File: src/rtl/vedic_pkg.sv
// Shared sizing defaults, derived word counts and FSM state encoding for the Vedic256 operand stager.
package vedic_pkg;

   localparam int OP_W_DEF   = 256;
   localparam int WORD_W_DEF = 32;
   localparam int N_IN       = OP_W_DEF / WORD_W_DEF;
   localparam int N_OUT      = 2 * OP_W_DEF / WORD_W_DEF;
   localparam int CNT_W      = $clog2(N_OUT);

   typedef enum logic [2:0] {
      LOAD_A,
      LOAD_B,
      MUL,
      MUL_WAIT,
      DRAIN
   } stager_state_t;

endpackage

File: src/rtl/vedic_word_mux.sv
// Combinational product-word select: picks word sel_i of the captured product and flags the final word.
module vedic_word_mux
   import vedic_pkg::*;
#(
   parameter int WORD_W  = WORD_W_DEF,
   parameter int N_WORDS = N_OUT,
   parameter int SEL_W   = CNT_W
)
(
   input  logic [N_WORDS*WORD_W-1:0] prod_i,
   input  logic [SEL_W-1:0]          sel_i,
   output logic [WORD_W-1:0]         word_o,
   output logic                      last_o
);

   always_comb begin
      word_o = '0;
      for (int i = 0; i < N_WORDS; i++) begin
         if (sel_i == SEL_W'(i)) begin
            word_o = prod_i[i*WORD_W +: WORD_W];
         end
      end
   end

   assign last_o = (sel_i == SEL_W'(N_WORDS - 1));

endmodule

File: src/rtl/vedic256_operand_stager.sv
// Loads A then B word-serially, holds them on mul_a/mul_b, captures mul_p and drains it word-serially; no load/drain overlap.
// VEDIC_MUL_PIPE_EN inserts MUL_WAIT so the external multiplier gets two cycles before capture.
module vedic256_operand_stager
   import vedic_pkg::*;
#(
   parameter int WORD_W = WORD_W_DEF,
   parameter int OP_W   = OP_W_DEF
)
(
   input  logic                clk,
   input  logic                rst_n,
   input  logic                in_valid,
   output logic                in_ready,
   input  logic [WORD_W-1:0]   in_data,
   output logic [OP_W-1:0]     mul_a,
   output logic [OP_W-1:0]     mul_b,
   input  logic [2*OP_W-1:0]   mul_p,
   output logic                out_valid,
   input  logic                out_ready,
   output logic [WORD_W-1:0]   out_data,
   output logic                out_last,
   output logic                busy
);

   localparam int NI = OP_W / WORD_W;
   localparam int NO = 2 * OP_W / WORD_W;
   localparam int CW = $clog2(NO);

   stager_state_t        state_q, state_d;
   logic [CW-1:0]        cnt_q, cnt_d;
   logic [OP_W-1:0]      a_q, a_d;
   logic [OP_W-1:0]      b_q, b_d;
   logic [2*OP_W-1:0]    prod_q, prod_d;
   logic                 loading;
   logic                 in_fire;
   logic                 out_fire;
   logic                 mux_last;
   logic [WORD_W-1:0]    mux_word;

   assign loading   = (state_q == LOAD_A) || (state_q == LOAD_B);
   assign in_ready  = rst_n && loading;
   assign in_fire   = in_valid && in_ready;
   assign out_valid = (state_q == DRAIN);
   assign out_fire  = out_valid && out_ready;
   assign out_last  = out_valid && mux_last;
   assign out_data  = mux_word;
   assign busy      = !((state_q == LOAD_A) && (cnt_q == '0));
   assign mul_a     = a_q;
   assign mul_b     = b_q;

   vedic_word_mux #(
      .WORD_W  (WORD_W),
      .N_WORDS (NO),
      .SEL_W   (CW)
   ) u_word_mux (
      .prod_i (prod_q),
      .sel_i  (cnt_q),
      .word_o (mux_word),
      .last_o (mux_last)
   );

   always_comb begin
      state_d = state_q;
      cnt_d   = cnt_q;
      a_d     = a_q;
      b_d     = b_q;
      prod_d  = prod_q;
      case (state_q)
         LOAD_A, LOAD_B: begin
            if (in_fire) begin
               for (int i = 0; i < NI; i++) begin
                  if (cnt_q == CW'(i)) begin
                     if (state_q == LOAD_A) a_d[i*WORD_W +: WORD_W] = in_data;
                     else                   b_d[i*WORD_W +: WORD_W] = in_data;
                  end
               end
               if (cnt_q == CW'(NI - 1)) begin
                  cnt_d   = '0;
                  state_d = (state_q == LOAD_A) ? LOAD_B : MUL;
               end else begin
                  cnt_d = cnt_q + CW'(1);
               end
            end
         end
`ifdef VEDIC_MUL_PIPE_EN
         // The multiplier path is constrained as two cycles, so capture one state later.
         MUL: state_d = MUL_WAIT;
         MUL_WAIT: begin
            prod_d  = mul_p;
            state_d = DRAIN;
         end
`else
         MUL: begin
            prod_d  = mul_p;
            state_d = DRAIN;
         end
`endif
         DRAIN: begin
            if (out_fire) begin
               if (mux_last) begin
                  cnt_d   = '0;
                  state_d = LOAD_A;
               end else begin
                  cnt_d = cnt_q + CW'(1);
               end
            end
         end
         default: begin
            state_d = LOAD_A;
            cnt_d   = '0;
         end
      endcase
   end

   always_ff @(posedge clk) begin
      if (!rst_n) begin
         state_q <= LOAD_A;
         cnt_q   <= '0;
         a_q     <= '0;
         b_q     <= '0;
         prod_q  <= '0;
      end else begin
         state_q <= state_d;
         cnt_q   <= cnt_d;
         a_q     <= a_d;
         b_q     <= b_d;
         prod_q  <= prod_d;
      end
   end

endmodule
File: config.mk
export PLATFORM = sky130hd
export DESIGN_NAME = vedic256_operand_stager
export DESIGN_NICKNAME = d
export VERILOG_FILES = /design/src/rtl/vedic_pkg.sv /design/src/rtl/vedic_word_mux.sv /design/src/rtl/vedic256_operand_stager.sv
export SDC_FILE = /design/constraint.sdc
export NUM_CORES = 2
export LEC_CHECK = 0
export BUFFER_PORTS_ARGS = -buffer_cell sky130_fd_sc_hd__clkbuf_2
export CORE_AREA = 2 2 432 434
export DETAILED_ROUTE_END_ITERATION = 16
export DIE_AREA = 0 0 434 436
export GPL_ROUTABILITY_DRIVEN = 0
export PLACE_DENSITY = 0.49
export SYNTH_ARGS = -nofsm -noshare
export SYNTH_HDL_FRONTEND = slang
export SYNTH_SLANG_ARGS = --single-unit
File: constraint.sdc
create_clock -name clk -period 5.6 [get_ports clk]
set_clock_uncertainty 0.2 [all_clocks]
set_input_delay 0.28 -clock clk [delete_from_list [all_inputs] [get_ports clk]]
set_output_delay 0.28 -clock clk [all_outputs]
set_load 0.02 [all_outputs]
==> metrics.md <==
| Metric | Value |
|---|---|
| Outcome | `completed` |
| First-pass GRT wire length | `317000 microns` |
| Synth async-reset ratio | `0` |
| Via count | `~45000` |
| Final WL | `227900 microns` |
| Synth area leader | `dfxtp_1` |
| Worst reg2reg startpoint | `cnt_q[2]$_SDFFE_PN0P_` |
| CORE AREA | `184600 sq um` |
| Finished Cell Area | `roughly 60000 sq um` |
| Die height | `436 microns` |
| WP data arrival | `roughly 4.8 ns` |
| Final setup vio count | `0` |
| PD cells | `about 270 nW/um^2` |
| Share of layout cells above drive strength 1 | `0.1974` |
| Metal2 WL | `approximately 110000 microns` |
| Top sig layer | `met5` |
| Critical Path RT | `approximately 5.1 ns` |
| Initial antenna violation count | `37` |
| Final WS setup | `0.3680 ns` |
| Post-synth EDFFs | `0` |
| Worst hold path class | `in -> reg` |
| Synth warn | `0` |
| Hold depth | `3` |
| Area Overhead vs Synth | `37.32%` |
| Placed Instances | `between 8000 and 9000` |
| Area of the multi-input gates | `20940 sq um` |
| Most frequent cell after synthesis | `nand2_1` |
| Post-Route Utilization | `0.3266` |
| MaxCap Viol Count | `0` |
| Remaining antenna violation count | `0` |
| Max Slew Vio Count | `0` |
| Period minus WS final | `between 5 and 6 ns` |
| Reg2reg end | `mul_a[188]$_SDFFE_PN0P_` |
| Row cnt | `approximately 160` |
| Clock sink total | `1031` |
| Max FO, Critical Path | `51` |
| Fin crit share | `0.9343` |
| Max rail drop VDD | `about 0.00025 V` |
| Slew headroom | `0.1839` |
| Clk_lat worst skew | `0.80 ns` |
| Port Buffers | `1095` |
| Synth Area per Inst | `7.786 sq um` |
| DRC viols | `0` |
| Drt pass-1 iters | `7` |
| R2R Setup Slk | `1.78 ns` |
| Area contributors post-synth | `dfxtp_1 47%, nand2_1 19%, a21boi_0 17%` |
| Cell variety after synth | `57` |
| Fmax | `0.1911 GHz` |
| Post-cts sizing count | `0` |
| Reg area | `about 21000 sq um` |
| Initial core utilization | `0.2378` |
| Worst hold endpoint | `mul_b[34]$_SDFFE_PN0P_` |
| Largest net degree at the start of global routing | `260` |
| Post-synth top area share | `0.4700` |
| Synth Instances | `5640` |
| CP max stage delay | `0.73 ns` |
| Leak | `between 20 and 25 nW` |
| Cell Area, Placed | `51010 sq um` |
| H-tree depth | `3` |
| Die width | `around 430 microns` |
| Vias in the first global route | `42980` |
| WL met3 | `13220 microns` |
| Fin cells | `9525` |
| Critical path's slowest cell | `clkinv_2` |
| Starting DRT DRC Count | `3821` |
| Sequential-to-total area share from yosys stat | `0.4700` |
| Min-delay src | `in_data[2]` |
| I/O Pins | `between 1000 and 1500` |
| Critical path cell sequence | `inv_1, ha_4, clkinv_2, buf_4, and3_1, a21oi_1, o21ai_0, o32a_1, clkbuf_2` |
| Wl on met1 | `approximately 90000 microns` |
| Nets | `7479` |
| CTS tree | `built` |
| Fin. Hold Viols | `0` |
| Worst setup path startpoint | `cnt_q[0]$_SDFFE_PN0P_` |
| Wirelength per Cell | `23.93 microns` |
| CTS root buffer | `clkbuf_16` |
| GRT Total Usage | `0.2309` |
| Delay-heaviest family, CP | `buffers and inverters` |
| Most common flop cell mapped by yosys | `dfxtp_1` |
| FILL cells | `19790` |
| Post-route setup TNS | `0 ns` |
| Via density | `4.678` |
| Synthesized Nets | `6192` |
| Reg2Reg Depth | `5` |
| Residual overflow from global routing | `0` |
| Final HPWL DP | `about 160000 microns` |
| Crit end category | `output pin` |
| Clk pin slew, worst setup/hold paths | `0.06 ns` |
| Kind of critical path | `reg -> out` |
| Critical path launch point type | `flop` |
| Die area | `189200 sq um` |
| RSZ-0062 raised after global routing | `no` |
| Worst Tran Pin Value | `roughly 1.2 ns` |
| Synth Register Bits | `1031` |
| Cell Area, Synth | `43910 sq um` |
| Placement Setup Slack | `~1.3 ns` |
| WP buf/inv | `4` |
| Max clock buf depth | `3` |
| Most frequent cells after synthesis | `2224 x nand2_1, 1031 x dfxtp_1, 979 x a21boi_0` |
| Num CTS Buffers | `116` |
==> power breakdown <==
group          internal (W)  switching, W  total [W]
registers           0.00735     0.0000130    0.00737
clock network       0.00443       0.00335    0.00778
logic              0.000589      0.000733    0.00132
==> state kept, by name, indices dropped and copies added (netlist names) <==
signal / count
cnt_q: 4
mul_a: 256
mul_b: 256
prod_q: 512
state_q: 3
==> stage by stage <==
stage                     power, W  hold slack [ns]
after floorplan           0.007977           0.2249
after global placement    0.008521           0.2396
after global routing       0.01700          0.03881
after detailed placement  0.008523           0.2475
after CTS                  0.01666        0.0003183
final                      0.01647          0.04385
==> worst reg2reg max path, stage by stage (launching register included) <==
cell and delay (ns):
dfxtp_4 0.72, nor2b_4 1.00, buf_4 0.36, and3_2 0.90
nand2_1 0.34, a21boi_0 0.21
==> worst max path at each step <==
stage / to / slack, ns / cells after the start
3_3_place_gp: out_data[19] / 1.25 / 9
6_report: out_data[19] / 0.37 / 9
2_1_floorplan: out_data[10] / 3.02 / 9
5_1_grt: out_data[19] / 0.27 / 9
4_1_cts: out_data[18] / 0.38 / 9
3_5_place_dp: out_data[18] / 1.27 / 9
==> layout by cell type (no fill, tap or decap), types with 59 or more instances in the layout <==
master / Yosys / layout
nand2_1: 2224 / 2220
clkbuf_2: 0 / 1094
dfxtp_1: 1031 / 1029
a21boi_0: 979 / 979
dlygate4sd3_1: 0 / 543
a21oi_1: 175 / 175
o21ai_0: 134 / 134
clkbuf_16: 0 / 116
nor2_1: 95 / 95
inv_1: 60 / 59
==> per-layer routing <==
metal,global-route usage,vias to the layer above
met5,0,-
met4,0.1206,2
met3,0.03755,479
met2,0.4010,1683
met1,0.2713,21290
li1,-,21110
==> what timing repair did <==
action,4_1_cts,5_1_grt
setup buffers,0,0
hold buffers,543,0
endpoints found under the hold margin,794,0
setup endpoints to repair,0,0
==> layout make-up <==
class                      count  area share
multi-input combinational   4013      0.3472
sequential                  1031      0.3424
timing repair buffer        1704      0.1911
clock buffer                 173     0.05600
tap                         2480     0.05146
clock inverter                35    0.006868
inverter                      61    0.003818
antenna                       28    0.001162
==> cells by family after synthesis <==
kind of cell | count (synthesis) | share of synthesized area
flip-flops | 1031 | 0.4700
AO/OA/AOI/OAI | 1549 | 0.2524
multiplexers | 2 | 0.0004844
XOR/XNOR | 2 | 0.0003990
buffers and inverters | 596 | 0.05673
AND/OR/NAND/NOR | 2456 | 0.2188
adder cells (fa/ha/maj) | 4 | 0.001140
No activity file was read; power rests on OpenSTA's default activity.
